===== config.mk =====
export PLATFORM = sky130hd
export DESIGN_NAME = hazard_ctrl
export DESIGN_NICKNAME = d
export VERILOG_FILES = /design/src/rtl/hazard_ctrl_pkg.sv /design/src/rtl/hazard_ctrl_reg_use_dec.sv /design/src/rtl/hazard_ctrl.sv
export SDC_FILE = /design/constraint.sdc
export NUM_CORES = 1
export LEC_CHECK = 0
export BUFFER_PORTS_ARGS = -buffer_cell sky130_fd_sc_hd__buf_2
export CAP_MARGIN = 20
export CORE_MARGIN = 1.5
export CORE_UTILIZATION = 41
export DETAILED_ROUTE_END_ITERATION = 7
export PLACE_DENSITY = 0.85
export SLEW_MARGIN = 0
export SYNTH_ARGS = -nofsm -noshare
export SYNTH_HDL_FRONTEND = slang
export SYNTH_HIERARCHICAL = 1
export SYNTH_SLANG_ARGS = --single-unit

===== constraint.sdc =====
create_clock -name i_clk -period 4 [get_ports i_clk]
set_input_delay 0.6 -clock i_clk [delete_from_list [all_inputs] [get_ports i_clk]]
set_output_delay 0.6 -clock i_clk [all_outputs]
set_load 0.005 [all_outputs]

===== src/rtl/hazard_ctrl_pkg.sv =====
// hazard_ctrl_pkg: RV32I opcodes, forwarding/FSM enums and the forwarding
// priority helper shared by the hazard controller and decode logic.
package hazard_ctrl_pkg;

    localparam logic [6:0] OP_R      = 7'b0110011;
    localparam logic [6:0] OP_I      = 7'b0010011;
    localparam logic [6:0] OP_LOAD   = 7'b0000011;
    localparam logic [6:0] OP_STORE  = 7'b0100011;
    localparam logic [6:0] OP_BRANCH = 7'b1100011;
    localparam logic [6:0] OP_JALR   = 7'b1100111;
    localparam logic [6:0] OP_JAL    = 7'b1101111;
    localparam logic [6:0] OP_LUI    = 7'b0110111;
    localparam logic [6:0] OP_AUIPC  = 7'b0010111;

    typedef enum logic [1:0] {
        FWD_RF  = 2'b00,
        FWD_MEM = 2'b01,
        FWD_WB  = 2'b10
    } fwd_sel_e;

    typedef enum logic [1:0] {
        RUN,
        LDSTALL,
        REDIR
    } haz_state_e;

    // MEM is younger than WB, so it wins when both write the same register.
    function automatic fwd_sel_e fwd_pick(
        input logic       mem_we,
        input logic [4:0] mem_rd,
        input logic       wb_we,
        input logic [4:0] wb_rd,
        input logic [4:0] rs
    );
        return (mem_we && mem_rd != 5'd0 && mem_rd == rs) ? FWD_MEM :
               (wb_we  && wb_rd  != 5'd0 && wb_rd  == rs) ? FWD_WB  : FWD_RF;
    endfunction

endpackage


===== src/rtl/hazard_ctrl_reg_use_dec.sv =====
// reg_use_dec: extracts rs1/rs2 and whether the instruction actually reads them.
module reg_use_dec
    import hazard_ctrl_pkg::*;
(
    input  logic [31:0] instr,
    output logic [4:0]  rs1,
    output logic [4:0]  rs2,
    output logic        use_rs1,
    output logic        use_rs2
);

    logic [6:0] op;
    logic       unused_bits;

    assign op          = instr[6:0];
    assign rs1         = instr[19:15];
    assign rs2         = instr[24:20];
    assign use_rs1     = op inside {OP_R, OP_I, OP_LOAD, OP_STORE, OP_BRANCH, OP_JALR};
    assign use_rs2     = op inside {OP_R, OP_STORE, OP_BRANCH};
    assign unused_bits = ^{instr[31:25], instr[14:7]};

endmodule


===== src/rtl/hazard_ctrl.sv =====
// hazard_ctrl: load-use stall / redirect flush sequencer and EX forwarding selects.
// Optional HAZ_PERF_CNT_EN adds free-running stall and bubble counters.
module hazard_ctrl
    import hazard_ctrl_pkg::*;
#(
    parameter int unsigned LOAD_STALL_CYCLES = 1,
    parameter int unsigned REDIRECT_BUBBLES  = 2
) (
    input  logic        i_clk,
    input  logic        i_rst_n,
    input  logic [31:0] i_id_instr,
    input  logic        i_id_valid,
    input  logic        i_ex_valid,
    input  logic        i_ex_is_load,
    input  logic [4:0]  i_ex_rd,
    input  logic [4:0]  i_ex_rs1,
    input  logic [4:0]  i_ex_rs2,
    input  logic        i_ex_redirect,
    input  logic        i_mem_regwrite,
    input  logic [4:0]  i_mem_rd,
    input  logic        i_wb_regwrite,
    input  logic [4:0]  i_wb_rd,
    output logic        o_stall_pc,
    output logic        o_stall_id,
    output logic        o_flush_id,
    output logic        o_flush_ex,
    output logic [1:0]  o_fwd_a,
    output logic [1:0]  o_fwd_b
`ifdef HAZ_PERF_CNT_EN
    ,
    output logic [31:0] o_stall_cnt,
    output logic [31:0] o_flush_cnt
`endif
);

    localparam logic [2:0] LD_LOAD = 3'(LOAD_STALL_CYCLES - 1);
    localparam logic [2:0] RB_LOAD = 3'(REDIRECT_BUBBLES - 1);

    haz_state_e state, state_nx;
    logic [2:0] cnt, cnt_nx;
    logic [4:0] rs1, rs2;
    logic       use_rs1, use_rs2;
    logic       lu, rd_ev;
    logic       stall, flush_id, flush_ex;

    reg_use_dec u_dec (
        .instr  (i_id_instr),
        .rs1    (rs1),
        .rs2    (rs2),
        .use_rs1(use_rs1),
        .use_rs2(use_rs2)
    );

    assign lu = i_id_valid && i_ex_valid && i_ex_is_load && i_ex_rd != 5'd0 &&
                ((use_rs1 && rs1 == i_ex_rd) || (use_rs2 && rs2 == i_ex_rd));
    assign rd_ev = i_ex_redirect && i_ex_valid;

    // A redirect overrides everything: the stalled/flushed work is wrong-path anyway.
    always_comb begin
        state_nx = state;
        cnt_nx   = cnt;
        stall    = 1'b0;
        flush_id = 1'b0;
        flush_ex = 1'b0;
        if (rd_ev) begin
            flush_id = 1'b1;
            flush_ex = 1'b1;
            state_nx = (REDIRECT_BUBBLES > 1) ? REDIR : RUN;
            cnt_nx   = RB_LOAD;
        end else if (state == RUN) begin
            if (lu) begin
                stall    = 1'b1;
                flush_ex = 1'b1;
                state_nx = (LOAD_STALL_CYCLES > 1) ? LDSTALL : RUN;
                cnt_nx   = LD_LOAD;
            end
        end else begin
            stall    = state == LDSTALL;
            flush_ex = state == LDSTALL;
            flush_id = state != LDSTALL;
            cnt_nx   = cnt - 3'd1;
            state_nx = (cnt <= 3'd1) ? RUN : state;
        end
    end

    always_ff @(posedge i_clk or negedge i_rst_n) begin
        if (!i_rst_n) begin
            state <= RUN;
            cnt   <= 3'd0;
        end else begin
            state <= state_nx;
            cnt   <= cnt_nx;
        end
    end

    // Outputs are gated by reset so they drop the instant reset asserts.
    assign o_stall_pc = i_rst_n && stall;
    assign o_stall_id = i_rst_n && stall;
    assign o_flush_id = i_rst_n && flush_id;
    assign o_flush_ex = i_rst_n && flush_ex;
    assign o_fwd_a    = i_rst_n ? fwd_pick(i_mem_regwrite, i_mem_rd, i_wb_regwrite, i_wb_rd, i_ex_rs1) : FWD_RF;
    assign o_fwd_b    = i_rst_n ? fwd_pick(i_mem_regwrite, i_mem_rd, i_wb_regwrite, i_wb_rd, i_ex_rs2) : FWD_RF;

`ifdef HAZ_PERF_CNT_EN
    always_ff @(posedge i_clk or negedge i_rst_n) begin
        if (!i_rst_n) begin
            o_stall_cnt <= 32'd0;
            o_flush_cnt <= 32'd0;
        end else begin
            o_stall_cnt <= o_stall_cnt + {31'd0, o_stall_pc};
            o_flush_cnt <= o_flush_cnt + {31'd0, o_flush_ex};
        end
    end
`endif

endmodule


# Word-level counts from Yosys, hierarchy flattened
# Cells that the tools add are included.
# op_classes
reduce_logical	25
n_addsub	1
order_cmp	1
n_mux	19
eq_ne	15
# ops
cell	count
$eq 5x5->1	6
$mux 2	10
$logic_and 1x1->1	16
$reduce_bool 5->1	3
$eq 7x6->1 const B	2
$eq 7x7->1 const B	2
$mux 3	3
$eq 7x2->1 const B	1
$eq 7x5->1 const B	1
$mux 1	6
$reduce_bool 3->1	2
$reduce_bool 6->1	1
$le 3x1->1 const B	1
$ne 3x3->1 const B	1
$sub 3x1->3 const B	1
$eq 2x1->1 const B	1
$logic_not 2->1	1
$ne 2x1->1 const B	1
$reduce_and 2->1	1
$logic_or 1x1->1	1
# word_totals
reg_bits	5
inputBits	65

# Logic depth before layout (Yosys ltp)
# depth
word_depth	9
mapped_depth	6
depth_no_buf	5

# By module
# Netlist, hierarchy kept.
# modules_own_cells
mod	cells_per_inst	instances	seq_area_each_um2	area_per_inst_um2
hazard_ctrl	88	1	100.1	719.4
reg_use_dec	16	1	0.0	132.6

# Worst setup path after synthesis
# OpenSTA, ideal clock, no wires.
# synth_path
path_kind	input port to output port
startpoint	in i_id_instr[3]
endpoint	out o_stall_pc
t_required_ns	3.400
stages	6
slack_ns	1.608
t_arrival_ns	1.792
cell_sequence	nand3b_4 > a2111oi_2 > nand2_1 > o22ai_1 > nor3b_1 > buf_4
# synth_via
elab_chain_len	9
elab_cells_between_ends	16
# synth_lines
element	line_no	source
start, declared	hazard_ctrl.sv:11	input logic [31:0] i_id_instr,
$eq 7x6->1 / $eq 7x7->1 (equally long branches)	hazard_ctrl_reg_use_dec.sv:19	assign use_rs2 = op inside {OP_R, OP_STORE, OP_BRANCH};
$reduce_bool 3->1 (*)	hazard_ctrl_reg_use_dec.sv:19	
via use_rs2	hazard_ctrl.sv:42	logic use_rs1, use_rs2;
$logic_and 1x1->1 (*)	hazard_ctrl.sv:55	((use_rs1 && rs1 == i_ex_rd) || (use_rs2 && rs2 == i_ex_rd));
$logic_or 1x1->1 (*)	hazard_ctrl.sv:55	
$logic_and 1x1->1 (*)	hazard_ctrl.sv:54	assign lu = i_id_valid && i_ex_valid && i_ex_is_load && i_ex_rd != 5'd0 &&
$mux 1 (*)	hazard_ctrl.sv:71	if (lu) begin
$mux 1 (*)	hazard_ctrl.sv:70	end else if (state == RUN) begin
$mux 1 (*)	hazard_ctrl.sv:65	if (rd_ev) begin
$logic_and 1x1->1 (*)	-	
end, declared	hazard_ctrl.sv:23	output logic o_stall_pc,
# The timed path passes the listed nets; every way through them passes the cells marked *.

# Worst setup path in the final report
# layout_path
startpoint	in i_id_instr[3]
endpoint	out o_stall_id
# layout_via
elab_chain_len	9
elab_cells_between_ends	16
# layout_lines
element	line_no	source
$eq 7x6->1 / $eq 7x7->1 (equally long branches)	hazard_ctrl_reg_use_dec.sv:19	
$reduce_bool 3->1 (*)	hazard_ctrl_reg_use_dec.sv:19	
via use_rs2	hazard_ctrl.sv:42	
$logic_and 1x1->1 (*)	hazard_ctrl.sv:55	
$logic_or 1x1->1 (*)	hazard_ctrl.sv:55	
$logic_and 1x1->1 (*)	hazard_ctrl.sv:54	
$mux 1 (*)	hazard_ctrl.sv:71	
$mux 1 (*)	hazard_ctrl.sv:70	
$mux 1 (*)	hazard_ctrl.sv:65	
$logic_and 1x1->1 (*)	hazard_ctrl.sv:98	assign o_stall_id = i_rst_n && stall;
end, declared	hazard_ctrl.sv:24	output logic o_stall_id,
# Marked as above.

==> flow_summary.toml <==
[logic_synthesis]
synthFlopType = "dfrtp_1"
ys_seq_elements = 4
ys_types = 33
yosysSeqAreaShare_pct = 11.75
syn_avg_cell_area_um2 = 8.193
syn_inst = 104
synth_edf_count = 0
synth_area_um2 = 852.1
yosysWarnings = 6
syn-num-nets = 171
async_reset_ff_share_pct = 100.0

[clocking]
clockRootBuffer = "clkbuf_4"
clockBufferDepth = 2
ctsHoldBuffers = 0
cts_made_buffers = 3
cts_resized = 0
clock_latency_ps = 230
cts_num_sinks = 4
clk_pin_slew_ps = 30
cts_tree = "done"
cts_setup_buffers = 0
htreeDepth = 1

[placement]
dp_cells = 175
pre_cts_ws_ps = 1412
gp_congestion = 0.8247
portBuffers = 57
dp_hpwl_um = 1801

[floorplanning]
ios = 73
die-width_um = 48.59
num_rows = 16
core_area_mm2 = 0.001962
die_area_mm2 = 0.002361
fp.dieH_um = 48.59
initial_core_util_pct = 43.43

[critical_path]
criticalPathCategory = "in -> out"
start_kind = "input port"
cpPeakStageDelay_ps = 340
crit_chain = "buf_2, nand3b_4, a2111oi_2, nand2_1, o22ai_1, nor3b_1, buf_2"
cp.required_ps = 3400
arrival_ps = 2000
crit_path_end_kind = "output port"
crit_slowest_cell = "o22ai_1"
cp_common_cell = "buf_2"
worstPathMaxFanout = 5

[route]
vias_per_cell = 4.989
drt_iter0_drc = 7
post_drt_wl_per_cell_um = 10.97
drc = 0
via_count = 888
ant_nets = 0
first_pass_iters = 4
routed_wl_um = 1952

[power_and_ir_drop]
vdd.ir_drop.worst_mv = 0.1479
power_density_mw_per_mm2 = 272.8
p_leak_nw = 0.5089
finalPower_mw = 0.3011

[timing]
fin_ws_ps = 1398
fmax_mhz = 384.3
fin_tns_setup_ps = 0
rsz0062_at_grt = "no"
slew_violations = 0
hold_viol = 0
whs_ps = 208.0
max_slew_margin_pct = 72.51
finalCritPeriodShare_pct = 65.05
finalCriticalPeriod_ps = 2602
worst_pin_slew_ps = 412.4
fin_skew_ps = 0.7578
setup_viol = 0

[run_status]
status = "finished clean"

[cells_and_area]
final_cell_mix = "buf_2 (57), xnor2_1 (18), xor2_1 (13)"
fillers = 201
final_cells = 178
layout_commonest_cell = "buf_2"
nets = 220
n_antenna_cell = 0
multi_input_area_um2 = 650.6
areaGrowthSynthToFinish_pct = 29.52
drive_gt1_share_pct = 43.71
ff_latch_area_um2 = 100.1

[global_routing]
antenna_found_initial = 0
grt_use_total_pct = 18.15
grt_pass1_wl_um = 3470
grt_max_degree = 12
grt_pass1_vias = 879
grt-ovfl-total = 0

[run]
max-cap-violations = 0

[min_path]
min_path_type = "in -> async"
path summary, 6_finish.rpt:
path	start	to	slack (ps)	cells past startpoint
worst max-delay path	i_id_instr[3]	o_stall_id	1400	7
worst min-delay path	i_rst_n	cnt[2]	210	1
worst min register to register	cnt[2]	state[1]	590	2
max in group asynchronous	i_rst_n	cnt[1]	3630	1
min in group i_clk	cnt[2]	state[1]	590	2
worst max register to register	cnt[0]	cnt[2]	2780	5
power by group:
group,leakage (nW),switching [mW],internal (mW)
combinational,0.448,0.0812,0.0879
clock,0.0138,0.0136,0.0333
sequential,0.0471,0.0239,0.0610
flip-flops by register name, summed over array words and instances (netlist names):
register / cells
state: 1
cnt: 3
Yosys cell counts, types with 2 or more instances:
| cell type | n | share of area (%) |
|---|---|---|
| xnor2_1 | 18 | 19 |
| xor2_1 | 13 | 13 |
| buf_4 | 11 | 9.7 |
| nand2_1 | 6 | 2.6 |
| a21oi_1 | 5 | 2.9 |
| dfrtp_1 | 4 | 12 |
| nor3_1 | 4 | 2.3 |
| nor3b_1 | 4 | 3.5 |
| and2_1 | 3 | 2.2 |
| inv_1 | 3 | 1.3 |
| nand3_1 | 3 | 1.8 |
| nor4_1 | 3 | 2.2 |
| or4_1 | 3 | 2.6 |
| clkbuf_1 | 2 | 0.88 |
| ha_1 | 2 | 2.9 |
| nand3b_1 | 2 | 1.8 |
| nand4_1 | 2 | 1.5 |
critical path, delay by kind of cell:
| kind | cells | cell delay, ps |
|---|---|---|
| AND/OR/NAND/NOR | 3 | 520 |
| AO/OA/AOI/OAI | 2 | 640 |
| buffers and inverters | 2 | 240 |
metrics by stage:
step	instance area [um2]	util, %
finish	1104	56.25
floorplan	852.1	-
global placement	1081	55.10
CTS	1104	56.25
detailed placement	1081	55.10
global route	1104	56.25
routing by layer:
metal | share of wire [%] | up-vias | global-route usage (%) | wire [um]
met2 | 53 | 45 | 36.81 | 1041
li1 | - | 450 | - | -
met3 | 8.1 | 0 | 4.012 | 159
met4 | 0 | 0 | 4.286 | 0
met5 | 0 | - | 0 | 0
met1 | 38 | 393 | 18.51 | 751
cells by family after synthesis:
group,synth area share (%)
compound gates,14.68
xor+xnor,31.86
fa+ha+maj,2.936
buf+inv,11.89
flops,11.75
simple gates,26.87
layout make-up:
type,count,area share (%)
Multi-Input combinational cell,84,58.96
Sequential cell,4,9.070
Tap cell,27,3.061
Inverter,3,1.020
Timing Repair Buffer,57,25.85
Clock buffer,3,2.041
(Power assumes the default switching activity.)
